File: src/rtl/cpu_controller.sv
// cpu_controller
//   Multi-cycle control FSM for a small 13-bit-address CPU. It fetches an
//   instruction, decodes the 3-bit opcode, starts the ALU, resolves
//   branches/stores, writes back and counts retired instructions. Memory
//   accesses are guarded by a timeout that drops the machine into FAULT.
//
// Ports
//   clk             system clock, all state changes on the rising edge
//   reset           synchronous active-high reset
//   start           begin execution from PC=0 (honoured only in IDLE)
//   Opcode[2:0]     decoded opcode from the datapath
//   memDone         memory access complete (FETCH / MEM_WRITE only)
//   branchFlag      ALU compare result, 1 = branch taken
//   branchAddress   branch target from the ALU
//   PC[12:0]        program counter to the datapath memory
//   read/write      memory read / write strobes
//   instruction     instruction-space select
//   instructionType 1 = R-type (RegData3), 0 = sign-extended immediate
//   ALU_Op[2:0]     ALU operation select
//   ALUSTART        one-cycle ALU start pulse
//   regWrite        one-cycle register-file write enable
//   halted/fault    sticky HALT / memory-timeout indicators
//   instr_count     retired instruction count, saturating at 16'hFFFF

module cpu_controller #(
  parameter int MEM_TIMEOUT = 16
) (
  input  logic        clk,
  input  logic        reset,
  input  logic        start,
  input  logic [2:0]  Opcode,
  input  logic        memDone,
  input  logic        branchFlag,
  input  logic [12:0] branchAddress,
  output logic [12:0] PC,
  output logic        read,
  output logic        write,
  output logic        instruction,
  output logic        instructionType,
  output logic [2:0]  ALU_Op,
  output logic        ALUSTART,
  output logic        regWrite,
  output logic        halted,
  output logic        fault,
  output logic [15:0] instr_count
);

  localparam logic [3:0] IDLE      = 4'd0;
  localparam logic [3:0] FETCH     = 4'd1;
  localparam logic [3:0] DECODE    = 4'd2;
  localparam logic [3:0] EXECUTE   = 4'd3;
  localparam logic [3:0] RESOLVE   = 4'd4;
  localparam logic [3:0] MEM_WRITE = 4'd5;
  localparam logic [3:0] WRITEBACK = 4'd6;
  localparam logic [3:0] HALTED    = 4'd7;
  localparam logic [3:0] FAULT     = 4'd8;

  localparam logic [2:0] OP_ADDI  = 3'b100;
  localparam logic [2:0] OP_BEQ   = 3'b101;
  localparam logic [2:0] OP_STORE = 3'b110;
  localparam logic [2:0] OP_HALT  = 3'b111;

  localparam int TW = $clog2(MEM_TIMEOUT + 1);
  // Value of the waiting-cycle counter during the last cycle allowed to
  // wait; a miss on that cycle means MEM_TIMEOUT cycles have elapsed.
  localparam logic [TW-1:0] TIMEOUT_LAST = TW'(MEM_TIMEOUT - 1);

  logic [3:0]    state_q, state_d;
  logic [12:0]   pc_q, pc_d;
  logic [15:0]   count_q, count_d;
  logic [TW-1:0] timeout_q, timeout_d;
  logic [2:0]    opcode_q, opcode_d;
  logic [2:0]    aluOp_q, aluOp_d;
  logic          instType_q, instType_d;
  logic          retire;

  // Next-state logic. The timeout counter is cleared on every transition
  // into FETCH or MEM_WRITE and counts cycles spent waiting for memDone.
  always_comb begin
    state_d    = state_q;
    pc_d       = pc_q;
    timeout_d  = timeout_q;
    opcode_d   = opcode_q;
    aluOp_d    = aluOp_q;
    instType_d = instType_q;
    retire     = 1'b0;

    case (state_q)
      IDLE: begin
        if (start) begin
          state_d   = FETCH;
          pc_d      = '0;
          timeout_d = '0;
        end
      end
      FETCH: begin
        if (memDone) begin
          state_d = DECODE;
        end else if (timeout_q == TIMEOUT_LAST) begin
          state_d = FAULT;
        end else begin
          timeout_d = timeout_q + 1'b1;
        end
      end
      DECODE: begin
        opcode_d = Opcode;
        // Opcodes 000-011 are R-type and pass straight through as ALU_Op.
        case (Opcode)
          OP_ADDI:  begin aluOp_d = 3'b000; instType_d = 1'b0; end
          OP_BEQ:   begin aluOp_d = 3'b101; instType_d = 1'b1; end
          OP_STORE: begin aluOp_d = 3'b000; instType_d = 1'b0; end
          OP_HALT:  begin aluOp_d = 3'b000; instType_d = 1'b0; end
          default:  begin aluOp_d = Opcode; instType_d = 1'b1; end
        endcase
        state_d = (Opcode == OP_HALT) ? HALTED : EXECUTE;
      end
      EXECUTE: begin
        state_d = RESOLVE;
      end
      RESOLVE: begin
        case (opcode_q)
          OP_BEQ: begin
            pc_d      = branchFlag ? branchAddress : pc_q + 13'd1;
            retire    = 1'b1;
            state_d   = FETCH;
            timeout_d = '0;
          end
          OP_STORE: begin
            state_d   = MEM_WRITE;
            timeout_d = '0;
          end
          default: begin
            state_d = WRITEBACK;
          end
        endcase
      end
      MEM_WRITE: begin
        if (memDone) begin
          pc_d      = pc_q + 13'd1;
          retire    = 1'b1;
          state_d   = FETCH;
          timeout_d = '0;
        end else if (timeout_q == TIMEOUT_LAST) begin
          state_d = FAULT;
        end else begin
          timeout_d = timeout_q + 1'b1;
        end
      end
      WRITEBACK: begin
        pc_d      = pc_q + 13'd1;
        retire    = 1'b1;
        state_d   = FETCH;
        timeout_d = '0;
      end
      HALTED: state_d = HALTED;
      FAULT:  state_d = FAULT;
      default: state_d = IDLE;
    endcase
  end

  // Saturating retire counter.
  always_comb begin
    count_d = count_q;
    if (retire && (count_q != 16'hFFFF)) begin
      count_d = count_q + 16'd1;
    end
  end

  always_ff @(posedge clk) begin
    if (reset) begin
      state_q    <= IDLE;
      pc_q       <= '0;
      count_q    <= '0;
      timeout_q  <= '0;
      opcode_q   <= '0;
      aluOp_q    <= '0;
      instType_q <= 1'b0;
    end else begin
      state_q    <= state_d;
      pc_q       <= pc_d;
      count_q    <= count_d;
      timeout_q  <= timeout_d;
      opcode_q   <= opcode_d;
      aluOp_q    <= aluOp_d;
      instType_q <= instType_d;
    end
  end

  // Strobes are decoded from the state register only, so read and write are
  // mutually exclusive and ALUSTART/regWrite last exactly one cycle.
  logic aluActive;
  always_comb begin
    aluActive = (state_q == EXECUTE) || (state_q == RESOLVE) ||
                (state_q == MEM_WRITE) || (state_q == WRITEBACK);
  end

  assign PC              = pc_q;
  assign read            = (state_q == FETCH);
  assign instruction     = (state_q == FETCH);
  assign write           = (state_q == MEM_WRITE);
  assign ALUSTART        = (state_q == EXECUTE);
  assign regWrite        = (state_q == WRITEBACK);
  assign halted          = (state_q == HALTED);
  assign fault           = (state_q == FAULT);
  assign ALU_Op          = aluActive ? aluOp_q : 3'b000;
  assign instructionType = aluActive ? instType_q : 1'b0;
  assign instr_count     = count_q;

endmodule

File: config.mk
export PLATFORM = sky130hd
export DESIGN_NAME = cpu_controller
export DESIGN_NICKNAME = d
export VERILOG_FILES = /design/src/rtl/cpu_controller.sv
export SDC_FILE = /design/constraint.sdc
export NUM_CORES = 1
export LEC_CHECK = 0
export ABC_AREA = 1
export CAP_MARGIN = 20
export CORE_MARGIN = 3
export CORE_UTILIZATION = 39
export CTS_BUF_LIST = sky130_fd_sc_hd__clkbuf_4 sky130_fd_sc_hd__clkbuf_8 sky130_fd_sc_hd__clkbuf_16
export DETAILED_ROUTE_END_ITERATION = 10
export MAX_ROUTING_LAYER = met4
export SLEW_MARGIN = 20
export SYNTH_ARGS = -nofsm -noshare
export SYNTH_HDL_FRONTEND = slang
export SYNTH_SLANG_ARGS = --single-unit
File: constraint.sdc
create_clock -name clk -period 1.9 [get_ports clk]
set_input_delay 0.285 -clock clk [delete_from_list [all_inputs] [get_ports clk]]
set_output_delay 0.285 -clock clk [all_outputs]
set_load 0.005 [all_outputs]
==> flow_summary.toml <==
[placed_design]
placed_cell_area_um2 = 3792
portBuffers = 60
dpl.hpwl_mm = 6.133
gp_congestion = 0.9795
dp_slack_ns = 0.1064
place_inst = 640

[worst_setup_path]
r2r_slack_ns = 0.19
crit_chain = "buf_4 > nand2_4 > nor2_4 > clkdlybuf4s50_1"
cpPeakStageDelay_ns = 0.52
crit_type = "reg -> out"
path_depth = 4
cpMaxStageDelayCell = "clkdlybuf4s50_1"
worstPathMaxFanout = 4
critPathTopFamily = "buffers and inverters"
cp.arrival_ns = 1.56
cp-start-kind = "register"
required_ns = 1.62
critPathCaptureType = "primary output"
cp_num_buf_inv = 2
reg2regPathDepth = 10

[drt]
routed_via_density = 4.929
postRouteAntennaNets = 0
first_iter_violations = 167
drt-total-wl_mm = 8.266
drc = 0
firstDrtPassIters = 5
routedWlPerCell_um = 12.70
vias = 3209

[sta]
period_share = 0.9717
min_period_ns = 1.846
setup_ws_ns = 0.05382
fmaxAchievable_mhz = 541.7
report.final.hold_viol_count = 0
finalSetupViolations = 0
slew_headroom = 0.7201
fin_skew_ns = 0.01449
worst_pin_slew_ns = 0.4184
slew_viol_final = 0

[power]
report.power.total_mw = 2.514
combPwrFrac = 0.289
intPower_mw = 1.676
power_density_nw_per_um2 = 636.1
seq_power_share = 0.441
clkPwrFrac = 0.270
ir_drop_v = 0.0002855
swShare = 0.3333
p_leak_nw = 1.599
power_switching_uw = 838.0

[clocking]
clockRootBuffer = "clkbuf_8"
cts.sinks = 45
cts_tree = "done"
cts.clk_slew.worst_paths_ns = 0.10
clock_latency_ns = 0.31
h-tree-depth = 2
cts_max_path_buffers = 2
numCtsBuffers = 5
postCtsHoldBufs = 0

[logic_synthesis]
ys_ff_latch = 45
synth-main-ff-cell = "dfxtp_1"
syn_nets = 497
netlist.area_leader.share = 0.3008
synth_top_area_cell = "dfxtp_1"
syn_inst = 473
ys_seq_area_frac = 0.3008
ys.warnings.count = 0
synth_edf_count = 0
synthArstFlopShare = 0
synth.distinct_cells = 35
netlist_area_um2 = 2995
ys_top_cells_by_area = "dfxtp_1, nand2_1, nor2_1, nand3_1, inv_1"
synth_commonest_cells = "nand2_1, nor2_1, inv_1"
yosysMostFrequentCell = "nand2_1"
syn_avg_cell_area_um2 = 6.333

[grt]
overflow = 0
grtUsageTotal = 0.1952
grt_max_degree = 25
grt_antenna_before_repair = 0
grt_pass1_vias = 3017
grt_pass1_wl_mm = 13.62

[layout]
layout.nets = 575
final_area_um2 = 3953
drive_gt1_frac = 0.1522
final_util = 0.5363
fin_cells = 651
area_growth_pct = 31.95
diodes = 0

[floorplan]
dieWidth_um = 93.64
row_count = 31
floorplan.initialDensity = 0.4065
io_pins = 61
fp.dieH_um = 93.64
dieArea_um2 = 8768
coreArea_um2 = 7370

[job]
maxCapViolCount = 0

[min_path]
hold_class = "reg -> reg"
min_path_cells = 2

[status]
status = "complete, no violations"
==> routing by layer <==
layer	up-vias	global-route usage	wire length, um
met5	-	-	0
met4	0	0.06017	144
met3	16	0.03862	453
met2	86	0.3115	3826
met1	1424	0.2501	3841
li1	1683	-	-
==> registers in the layout, indices dropped and copies added (netlist names) <==
| register | flops |
|---|---|
| PC | 13 |
| instType_q | 1 |
| timeout_q | 5 |
| opcode_q | 3 |
| instr_count | 16 |
| aluOp_q | 3 |
| state_q | 4 |
==> tightest hold or removal path, cell delays in order (launching register included) <==
cell,delay [ns]
dfxtp_1,0.32
nand2_1,0.06
nor2_1,0.04
==> cell usage in the layout, fill, tap and decap left out, drive strengths merged <==
cell type        n
o21ai           34
ha               3
a31oi            1
a21o             1
clkbuf           7
nand3           44
xor2             5
dlymetal6s2s     1
o211ai           2
dlygate4sd2      4
xnor2            6
clkdlybuf4s50   55
a221oi           1
a21oi           40
inv             55
nand3b           1
nand4            7
nand2          145
clkinv           1
and3             1
nor2            65
dfxtp           45
nor2b            1
nor3             6
buf             21
==> power by group through the flow <==
| stage | Combinational, mW | Sequential [mW] | Clock [mW] |
|---|---|---|---|
| finish | 0.727 | 1.11 | 0.678 |
| global route | 0.814 | 1.12 | 0.737 |
| CTS | 0.720 | 1.10 | 0.705 |
| detailed placement | 0.708 | 1.13 | 0 |
| global placement | 0.704 | 1.12 | 0 |
| floorplan | 0.447 | 1.11 | 0 |
==> stage by stage <==
step | hold slack [ns] | setup TNS (ns)
finish | 0.4510 | 0
global route | 0.4877 | -0.02399
CTS | 0.4573 | -0.009814
detailed placement | 0.4421 | 0
global placement | 0.4397 | 0
floorplan | 0.4223 | 0
==> cells by family (layout without fill, tap and decap cells) <==
family / count (synthesis) / after routing / share of synthesized area
adder cells (fa/ha/maj): 3 / 3 / 0.01253
flip-flops: 45 / 45 / 0.3008
XOR/XNOR: 11 / 11 / 0.03216
AO/OA/AOI/OAI: 79 / 79 / 0.1562
buffers and inverters: 65 / 144 / 0.09482
AND/OR/NAND/NOR: 270 / 270 / 0.4035
==> area by class of cell <==
class                   instances  area (um2)
fillers                       750        3417
multi-input cells             363        1838
flip-flops and latches         45       909.6
repair buffers                 81       768.2
inverters                      55       211.5
well taps                      99       123.9
clock buffers                   7       96.34
clock inverters                 1       5.005
==> worst paths after layout <==
| path | end | from |
|---|---|---|
| min reg2reg | timeout_q[4] | timeout_q[4] |
| max | write | state_q[2] |
| max reg2reg | PC[9] | state_q[3] |
| min | timeout_q[4] | timeout_q[4] |
==> timing repair <==
item,CTS,global route
setup buffers,1,2
endpoints found under the setup margin,8,8
resized for setup,14,8
pin swaps,0,1
(Power assumes the default switching activity.)
